<file path="src/rtl/pattern_apply_check.sv">
// pattern_apply_check
// Clocked pattern applicator/comparator for a combinational DUT. It accepts one
// stored ATPG pattern (stimulus, expected response, compare mask, last flag),
// drives the stimulus, waits CAPTURE_DELAY cycles, then strobes the DUT outputs.
// Each strobe compares the outputs under the per-bit mask, updates the strobe
// index and a saturating failing-bit counter, and records the first failing
// pattern. After the pattern flagged last, the block parks in DONE until reset.
`timescale 1ns/1ps

module pattern_apply_check #(
  parameter int NINPUTS       = 5,
  parameter int NOUTPUTS      = 2,
  parameter int CAPTURE_DELAY = 2,
  parameter int CNT_W         = 16
) (
  input  logic                clk,
  input  logic                rst,
  // pattern source
  input  logic                pat_valid,
  output logic                pat_ready,
  input  logic [NINPUTS-1:0]  pat_pi,
  input  logic [NOUTPUTS-1:0] pat_xpct,
  input  logic [NOUTPUTS-1:0] pat_mask,
  input  logic                pat_last,
  // DUT side
  output logic [NINPUTS-1:0]  dut_pi,
  input  logic [NOUTPUTS-1:0] dut_po,
  // status and results
  output logic                busy,
  output logic                done,
  output logic                mismatch,
  output logic [NOUTPUTS-1:0] mismatch_bits,
  output logic [CNT_W-1:0]    pattern_idx,
  output logic [CNT_W-1:0]    fail_count,
  output logic                first_fail_valid,
  output logic [CNT_W-1:0]    first_fail_idx
);

  // Delay counter only has to hold CAPTURE_DELAY down to 1.
  localparam int DLY_W = (CAPTURE_DELAY < 2) ? 1 : $clog2(CAPTURE_DELAY + 1);
  // Popcount of one strobe can reach NOUTPUTS.
  localparam int POP_W = (NOUTPUTS < 2) ? 1 : $clog2(NOUTPUTS + 1);
  // One spare bit above the wider operand so the sum never wraps before the
  // saturation test sees it.
  localparam int SUM_W = ((CNT_W > POP_W) ? CNT_W : POP_W) + 1;

  typedef enum logic [1:0] {
    IDLE   = 2'd0,
    APPLY  = 2'd1,
    STROBE = 2'd2,
    DONE   = 2'd3
  } state_t;

  state_t              state_reg, state_next;
  logic [DLY_W-1:0]    cnt_reg, cnt_next;

  // Pattern fields held for the duration of one pattern.
  logic [NINPUTS-1:0]  dut_pi_reg;
  logic [NOUTPUTS-1:0] xpct_reg;
  logic [NOUTPUTS-1:0] mask_reg;
  logic                last_reg;

  // Persistent results.
  logic                mismatch_reg;
  logic [NOUTPUTS-1:0] mismatch_bits_reg;
  logic [CNT_W-1:0]    pattern_idx_reg;
  logic [CNT_W-1:0]    fail_count_reg;
  logic                first_fail_valid_reg;
  logic [CNT_W-1:0]    first_fail_idx_reg;

  // Per-strobe compare results.
  logic                accept;
  logic                strobe;
  logic [NOUTPUTS-1:0] mm;
  logic                mm_any;
  logic [POP_W-1:0]    mm_pop;
  logic [SUM_W-1:0]    fail_sum;
  logic [CNT_W-1:0]    fail_sat;

  // Handshake depends on state only, so an upstream source never sees a
  // combinational path from its own valid back to ready.
  assign pat_ready = (state_reg == IDLE);
  assign accept    = pat_valid && pat_ready;
  assign strobe    = (state_reg == STROBE);
  assign busy      = (state_reg == APPLY) || (state_reg == STROBE);
  assign done      = (state_reg == DONE);

  // Masked compare, one bit per DUT output.
  for (genvar gi = 0; gi < NOUTPUTS; gi++) begin : g_cmp
    assign mm[gi] = (dut_po[gi] ^ xpct_reg[gi]) & mask_reg[gi];
  end

  assign mm_any = |mm;

  // Count failing bits of the current strobe and saturate the running total.
  always_comb begin
    mm_pop = '0;
    for (int i = 0; i < NOUTPUTS; i++) begin
      mm_pop = mm_pop + POP_W'(mm[i]);
    end
    fail_sum = SUM_W'(fail_count_reg) + SUM_W'(mm_pop);
    if (fail_sum > SUM_W'({CNT_W{1'b1}})) begin
      fail_sat = {CNT_W{1'b1}};
    end else begin
      fail_sat = fail_sum[CNT_W-1:0];
    end
  end

  // Next-state logic: APPLY runs CAPTURE_DELAY cycles, STROBE exactly one.
  always_comb begin
    state_next = state_reg;
    cnt_next   = cnt_reg;
    case (state_reg)
      IDLE: begin
        if (accept) begin
          cnt_next   = DLY_W'(CAPTURE_DELAY);
          state_next = APPLY;
        end
      end
      APPLY: begin
        if (cnt_reg == DLY_W'(1)) begin
          state_next = STROBE;
        end else begin
          cnt_next = cnt_reg - DLY_W'(1);
        end
      end
      STROBE: begin
        state_next = last_reg ? DONE : IDLE;
      end
      DONE: begin
        state_next = DONE;
      end
      default: begin
        state_next = IDLE;
      end
    endcase
  end

  // State and delay counter registers.
  always_ff @(posedge clk) begin
    if (rst) begin
      state_reg <= IDLE;
      cnt_reg   <= '0;
    end else begin
      state_reg <= state_next;
      cnt_reg   <= cnt_next;
    end
  end

  // Pattern capture on accept; DUT drive stays on the last pattern in DONE.
  always_ff @(posedge clk) begin
    if (rst) begin
      dut_pi_reg <= '0;
      xpct_reg   <= '0;
      mask_reg   <= '0;
      last_reg   <= 1'b0;
    end else if (accept) begin
      dut_pi_reg <= pat_pi;
      xpct_reg   <= pat_xpct;
      mask_reg   <= pat_mask;
      last_reg   <= pat_last;
    end
  end

  // Result update at the closing edge of the strobe cycle; mismatch self-clears.
  always_ff @(posedge clk) begin
    if (rst) begin
      mismatch_reg         <= 1'b0;
      mismatch_bits_reg    <= '0;
      pattern_idx_reg      <= '0;
      fail_count_reg       <= '0;
      first_fail_valid_reg <= 1'b0;
      first_fail_idx_reg   <= '0;
    end else begin
      mismatch_reg <= 1'b0;
      if (strobe) begin
        mismatch_reg      <= mm_any;
        mismatch_bits_reg <= mm;
        fail_count_reg    <= fail_sat;
        pattern_idx_reg   <= pattern_idx_reg + CNT_W'(1);
        if (mm_any && !first_fail_valid_reg) begin
          first_fail_valid_reg <= 1'b1;
          first_fail_idx_reg   <= pattern_idx_reg;
        end
      end
    end
  end

  assign dut_pi           = dut_pi_reg;
  assign mismatch         = mismatch_reg;
  assign mismatch_bits    = mismatch_bits_reg;
  assign pattern_idx      = pattern_idx_reg;
  assign fail_count       = fail_count_reg;
  assign first_fail_valid = first_fail_valid_reg;
  assign first_fail_idx   = first_fail_idx_reg;

endmodule

</file>
<file path="config.mk">
export PLATFORM = sky130hd
export DESIGN_NAME = pattern_apply_check
export DESIGN_NICKNAME = d
export VERILOG_FILES = /design/src/rtl/pattern_apply_check.sv
export SDC_FILE = /design/constraint.sdc
export NUM_CORES = 1
export LEC_CHECK = 0
export ABC_CLOCK_PERIOD_IN_PS = 2500
export BUFFER_PORTS_ARGS = -buffer_cell sky130_fd_sc_hd__buf_2
export CAP_MARGIN = 30
export CORE_MARGIN = 2
export CORE_UTILIZATION = 53
export CTS_BUF_LIST = sky130_fd_sc_hd__clkbuf_16
export CTS_CLUSTER_DIAMETER = 40
export DETAILED_ROUTE_END_ITERATION = 7
export GPL_TIMING_DRIVEN = 0
export HOLD_SLACK_MARGIN = 0.12
export PLACE_DENSITY = 0.88
export SETUP_SLACK_MARGIN = 0.5
export SLEW_MARGIN = 20
export SYNTH_ARGS = -nofsm -noshare
export SYNTH_HDL_FRONTEND = slang
export SYNTH_SLANG_ARGS = --single-unit
</file>
<file path="constraint.sdc">
create_clock -name clk -period 2.5 [get_ports clk]
set_input_delay 0 -clock clk [delete_from_list [all_inputs] [get_ports clk]]
set_output_delay 0 -clock clk [all_outputs]
set_load 0.01 [all_outputs]
</file>
==> Word level (Yosys, flattened, before mapping) <==
Index checks and enable logic that the tools add are counted.
{ "op_classes": {"reduce_logical": 11, "shifts": 0, "mul": 0, "n_eq_ne": 7, "n_bitwise": 5, "muxes": 8, "magnitude_cmp": 1, "n_addsub": 4, "div_mod_pow": 0} }
{ "op_table": {"columns": ["cell", "count"], "rows": [
  ["16-bit by 2-bit adder with 17-bit output", 1],
  ["17-bit by 16-bit greater-than comparator with 1-bit output (second input constant)", 1],
  ["16-bit by 1-bit adder with 16-bit output (second input constant)", 1],
  ["16-bit two-way mux", 1],
  ["2-bit two-way mux", 5],
  ["2-bit case mux with 4 select lines", 1],
  ["2-bit by 1-bit == test with 1-bit output (second input constant)", 2],
  ["2-bit == test (second input constant)", 2],
  ["2-bit by 1-bit inequality test with 1-bit output (second input constant)", 2],
  ["2-bit case mux with 2 select lines", 1],
  ["2-bit AND reduction", 2],
  ["2-bit OR reduction", 2],
  ["3-bit AND reduction", 1],
  ["1-bit by 1-bit adder with 2-bit output", 1],
  ["1-bit AND", 2],
  ["1-bit logical AND", 2],
  ["2-bit logical NOT", 1],
  ["2-bit inequality test (second input constant)", 1],
  ["2-bit nonzero test", 1],
  ["2-bit by 1-bit subtractor with 2-bit output (second input constant)", 1],
  ["1-bit bitwise XOR", 2],
  ["1-bit logical NOT", 1],
  ["1-bit logical OR", 1],
  ["1-bit inverter", 1]
]} }
{ "totals": {"in_bits": 15, "latch_bits": 0, "n_memories": 0, "romBits": 0, "register_bits": 66, "output_inout_bits": 60, "wordCells": 48, "ram_bits": 0} }

==> Longest topological paths before layout <==
Gate-level depths: netlist of run 1.
{ "logic_depth": {"word_depth": 6, "mapped_depth": 10, "mapped_depth_nobuf": 10} }

==> Worst setup path after synthesis of run 1 <==
OpenSTA, ideal clock, no wires.
{ "synth_timing": {"path_type": "register to register", "start": "register xpct_reg[0]", "end": "register fail_count_reg[14] (netlist: fail_count[14])", "arrival_ps": 2098, "setup_ps": 91, "slack_ps": 311, "path_stages_with_launch": 11, "n_path_buf": 0, "path_cell_list": "dfxtp_1 -> xnor2_1 -> nor2b_1 -> xor2_1 -> ha_1 -> a21o_1 -> ha_1 -> nand4_1 -> nor3_2 -> a31oi_1 -> a311oi_1"} }
{ "synth_between": {"elab_chain_len": 6} }
{ "synth_lines": {"columns": ["element", "line", "source"], "rows": [
  ["start: declaration", "59", "logic [NOUTPUTS-1:0] xpct_reg;"],
  ["start signal: assignment", "159", "xpct_reg <= pat_xpct;"],
  ["1-bit bitwise XOR (*)", "90", "assign mm[gi] = (dut_po[gi] ^ xpct_reg[gi]) & mask_reg[gi];"],
  ["1-bit AND (*)", "90", null],
  ["1-bit by 1-bit adder with 2-bit output (*)", "99", "mm_pop = mm_pop + POP_W'(mm[i]);"],
  ["16-bit by 2-bit adder with 17-bit output (*)", "101", "fail_sum = SUM_W'(fail_count_reg) + SUM_W'(mm_pop);"],
  ["17-bit by 16-bit greater-than comparator with 1-bit output", "102", "if (fail_sum > SUM_W'({CNT_W{1'b1}})) begin"],
  ["16-bit two-way mux (*)", "102", null],
  ["end signal: assignment", "179", "fail_count_reg <= fail_sat;"],
  ["end: declaration", "67", "logic [CNT_W-1:0] fail_count_reg;"]
]} }
Mark *: on every way between the ends. The rest lies on a longest branch, timed or not.
A chain may end at the register's enable or synchronous reset.

==> Worst setup path in the final report of run 1 <==
{ "layout_timing": {"start": "register xpct_reg[0]", "end": "register fail_count_reg[11] (netlist: fail_count[11])"} }
The elaborated chain is that of the path after synthesis.

==> results.md, run 1 <==
* Leakage Power at 1.77 nW
* Final setup fails at 0
* Pins over their slew limit at 0
* Count leader, synth: dfxtp_1
* Asr flop ratio synth at 0%
* Clock slew at reported path FFs at 50 ps
* Cts bufs inserted at 9
* Met3 Wirelength at 510 um
* I/O pins at 75
* CTS tree: done
* Area growth from synthesis to layout at 39.4%
* Most used DFF post-synth: dfxtp_1
* Crit Path Category: flip-flop to flip-flop
* Final worst slack at 103 ps
* Clk root buf: clkbuf_16
* CORE AREA at 5440 um^2
* Arr. time, crit path at 2620 ps
* Post-DRT Antenna Nets at 0
* Reg2Reg Setup Slack at 100 ps
* Yosys cell types at 43
* Synthesized area at 2950 um^2
* Power Density at 779 nW/um^2
* Pre-antenna DRT Iters at 4
* Area of the multi-input gates at 1640 um^2
* Crit. End Element: flip-flop
* Place WS at 56.4 ps
* Total GRT Usage at 27.3%
* Startpoint Class: flip-flop
* 1st-iter DRT viols at 186
* Setup_tns at 0 ps
* Die ar. at 6170 um^2
* DP Area at 3430 um^2
* Post-DP HPWL at 4.96 mm
* Status: finished, final reports clean
* Top post-synthesis cells by area: dfxtp_1, mux2i_1, nor2_1, a21oi_1, nand2_1
* Grt total ovfl at 0
* Via density at 5.66
* Clk buf depth at 2
* Starting Density at 54.2%
* Reg area at 1330 um^2
* CTS H-Tree Depth at 3
* M1 WL at 3.25 mm
* Die Height at 78.6 um
* Finished Cell Area at 4110 um^2
* First-pass GRT wire length at 13.2 mm
* Synth Area per Inst at 9.10 um^2
* Post-layout min period at 2400 ps
* Post-route insts no fill at 512
* FP Rows at 27
* Period Utilization, post-route at 95.9%
* Critical Path RT at 2720 ps
* Syn_nets at 347
* Seq cells post-synth at 66
* Sinks on Clock Net at 66
* Antenna cells at 0
* Post-synth top area cell: dfxtp_1
* Largest net degree at the start of global routing at 13
* # fillers at 376
* Post-synthesis cell count at 324
* Yosys top cell area share at 44.8%
* Sequential-to-total area share from yosys stat at 44.8%
* Metal2 WL at 4.30 mm
* Yosys warning count at 0
* Post-layout util at 75.5%
* Number of global-route vias before repair at 2833
* VDD IR max at 0.000515 V
* Total Power at 3.20 mW
* Hold slack at 191 ps
* Post-Route WL at 8.28 mm
* Fin. Hold Viols at 0
* Inst Count DP at 469
* Uppermost layer routed: met4
* Share of layout cells above drive strength 1 at 31.4%
* Max-cap viol count at 0
* Number of flops mapped to enable cells by yosys at 0
* Clock skew at 3.57 ps
* Port bufs at 73
* Slew margin rel. at 56.7%
* Drt drc at 0
* Worst Hold Class: input port to flip-flop
* Crit Path Max Fanout at 4
* Via Count at 2899
* Die X at 78.6 um
* Number of nets in the layout at 458
* Max frequency at 0.417 GHz
* Slew @ Worst Pin at 649 ps
* Synth cell count leaders: dfxtp_1, nor2_1, nand2_1, a21oi_1, mux2i_1
* RSZ-0062 raised after global routing: yes
* Initial antenna violation count at 0
* Clock latency on the worst-skew pair at 330 ps
* Routed len/inst at 16.2 um
* Routability cong. at 0.849
## critical path, cell delays in order, from the launching register on
cell and delay (ps):
dfxtp_4 360, xnor2_4 150, nor2b_2 150, xor2_1 170, ha_2 200, a21o_1 120
ha_4 160, nand4_1 180, buf_4 200, buf_6 100, nor2_2 130, nand2_1 100
a311oi_1 270
## power by group
| group | internal, mW | switching (mW) | total, mW |
|---|---|---|---|
| registers | 1.12 | 0.0727 | 1.20 |
| clock network | 0.971 | 0.464 | 1.44 |
| logic | 0.224 | 0.344 | 0.569 |
## placed cells by master, fill, tap and decap left out, types with 5 or more instances in the layout
master / n
a311oi_1: 6
a21oi_1: 27
ha_1: 6
inv_1: 10
xnor2_1: 9
clkbuf_16: 9
buf_2: 75
nand2_1: 27
nand3_1: 10
nand4_1: 7
buf_4: 16
nor2_1: 43
a31oi_1: 5
nor3_1: 8
mux2i_1: 19
clkbuf_1: 7
dlygate4sd3_1: 11
dfxtp_1: 65
o21ai_0: 9
## path summary, 6_finish.rpt
path                            cells after the start        endpoint         from
worst max-delay path                               12  fail_count[11]  xpct_reg[0]
worst min-delay path                                2       dut_pi[2]          rst
worst max register to register                     12  fail_count[11]  xpct_reg[0]
worst min register to register                      2       dut_pi[3]    dut_pi[3]
## timing repair
| item | 4_1_cts | 5_1_grt |
|---|---|---|
| pin swaps | 17 | 13 |
| cloned | 0 | 0 |
| endpoints found under the setup margin | 15 | 24 |
| gates resized for setup | 10 | 10 |
| buffers inserted | 14 | 2 |
| hold buffers | 11 | 0 |
| endpoints found under the hold margin | 11 | 0 |
## routing by layer
| layer | vias up | global-route usage, % |
|---|---|---|
| li1 | 1380 | - |
| met1 | 1377 | 31.2 |
| met2 | 120 | 47.8 |
| met3 | 22 | 5.98 |
| met4 | 0 | 13.7 |
| met5 | - | 0 |
## area by class of cell
cell class	count	area share (%)
repair buffers	100	14.7
well taps	72	2.19
clock buffers	9	5.48
clock inverters	7	2.86
flip-flops and latches	66	32.2
multi-input cells	234	39.9
inverters	10	0.914
plain buffers	14	1.74
## kinds of logic (layout without fill, tap and decap cells)
group	count (synthesis)	in the layout	synth area share [%]
adder cells (fa/ha/maj)	8	8	3.40
AND/OR/NAND/NOR	134	134	25.0
flip-flops	66	66	44.8
XOR/XNOR	15	15	4.46
buffers and inverters	24	140	3.61
multiplexers	19	19	6.45
AO/OA/AOI/OAI	58	58	12.2
Power figures use the tool's default switching activity.
==> inputs of run 2 (changes only) <==
Settings changed: CORE_UTILIZATION 53 to 30, PLACE_DENSITY 0.88 to 0.58.
==> results.md, run 2 (synthesis gave the netlist of run 1 again) <==
* Post-Route WL at 7.75 mm
* FP Rows at 36
* Post-route insts no fill at 567
* Max stage delay on crit path at 400 ps
* Number of nets in the layout at 452
* Share of layout cells above drive strength 1 at 30.9%
* Via Count at 2748
* Most common cell after layout, fill and taps aside: buf_2
* Clk root buf: clkbuf_16
* Via density at 4.85
* Critical Path, Cell by Cell: xnor2_4 -> nor2b_2 -> xor2_1 -> ha_2 -> a21o_1 -> ha_4 -> buf_4 -> nand4_1 -> o41a_1 -> a311oi_2
* First-pass GRT wire length at 12.4 mm
* Total GRT Usage at 15.2%
* Crit Path Max Fanout at 4
* Die Height at 103 um
* Post-layout min period at 2280 ps
* Setup_tns at 0 ps
* Drt drc at 0
* Startpoint Class: flip-flop
* I/O pins at 75
* Max-cap viol count at 0
* # fillers at 993
* Die X at 103 um
* Pre-antenna DRT Iters at 4
* DP Area at 3510 um^2
* Fin. Hold Viols at 0
* Worst Hold Class: input port to flip-flop
* Routability cong. at 0.854
* Total Power at 2.90 mW
* Clock latency on the worst-skew pair at 330 ps
* Sinks on Clock Net at 66
* 1st-iter DRT viols at 97
* Initial antenna violation count at 0
* Post-DP HPWL at 5.34 mm
* CORE AREA at 9640 um^2
* Arr. time, crit path at 2520 ps
* Area growth from synthesis to layout at 38.5%
* Max frequency at 0.439 GHz
* Buf/Inv on CP at 1
* Crit. End Element: flip-flop
* Crit Path Category: flip-flop to flip-flop
* Crit path max-delay family: compound AO/OA/AOI/OAI gates
* Slowest-stage cell, CP: o41a_1
* CTS H-Tree Depth at 3
* Finished Cell Area at 4080 um^2
* Largest net degree at the start of global routing at 14
* Slew @ Worst Pin at 635 ps
* VDD IR max at 0.000262 V
* Antenna cells at 0
* Status: finished, final reports clean
* Final setup fails at 0
* Critical Path RT at 2740 ps
* Leakage Power at 1.73 nW
* Clock skew at 5.80 ps
* Commonest non-fill, non-tap cells in the layout: buf_2, dfxtp_1, nor2_1
* Clock slew at reported path FFs at 60 ps
* Starting Density at 30.6%
* RSZ-0062 raised after global routing: yes
* Hold slack at 150 ps
* Pins over their slew limit at 0
* Grt total ovfl at 0
* CTS tree: done
* Number of global-route vias before repair at 2567
* Inst Count DP at 530
* Post-DRT Antenna Nets at 0
* Slew margin rel. at 57.7%
* Clk buf depth at 2
* Cts bufs inserted at 9
* Routed len/inst at 13.7 um
* Port bufs at 73
* Period Utilization, post-route at 91.1%
* Die ar. at 10600 um^2
* Power Density at 711 nW/um^2
[run 2: final timing paths]
check | endpoint | from | slack (ps) | cells past startpoint
hold / removal | pattern_idx[6] | rst | 150 | 2
setup / recovery | fail_count[5] | xpct_reg[0] | 220 | 10
setup reg to reg | fail_count[5] | xpct_reg[0] | 220 | 10
hold reg to reg | dut_pi[3] | dut_pi[3] | 460 | 2
[run 2: where the power goes]
part | leakage [nW] | internal [mW] | switching [mW]
registers | 0.535 | 1.12 | 0.0664
logic | 1.06 | 0.223 | 0.316
clock network | 0.128 | 0.675 | 0.499
[run 2: layout make-up]
type,instances,area [um^2],area share (%)
clock inverters,7,53.8,1.32
well taps,133,166,4.08
multi-input cells,234,1650,40.4
repair buffers,94,554,13.6
inverters,10,37.5,0.919
flip-flops and latches,66,1330,32.5
plain buffers,14,71.3,1.75
clock buffers,9,225,5.52
[run 2: routing by layer]
| metal | share of wire (%) | up-vias | track usage, % | wire length (um) |
|---|---|---|---|---|
| li1 | - | 1368 | - | - |
| met5 | 0 | - | 0 | 0 |
| met3 | 5.7 | 10 | 5.63 | 445 |
| met4 | 1.2 | 0 | 4.66 | 92 |
| met2 | 47 | 69 | 24.4 | 3670 |
| met1 | 46 | 1301 | 19.0 | 3540 |
[run 2: per-stage QoR]
step           setup slack [ps]  util, %
2_1_floorplan               414        -
3_3_place_gp                128     36.4
3_5_place_dp               83.0     36.4
4_1_cts                     164     41.4
5_1_grt                    68.7     42.4
6_report                    223     42.4
[run 2: repair_timing]
action / 4_1_cts / 5_1_grt
pin swaps: 11 / 5
gates resized for setup: 9 / 11
hold buffers: 11 / 0
hold endpoints to repair: 11 / 0
endpoints found under the setup margin: 16 / 29
buffers inserted: 7 / 3
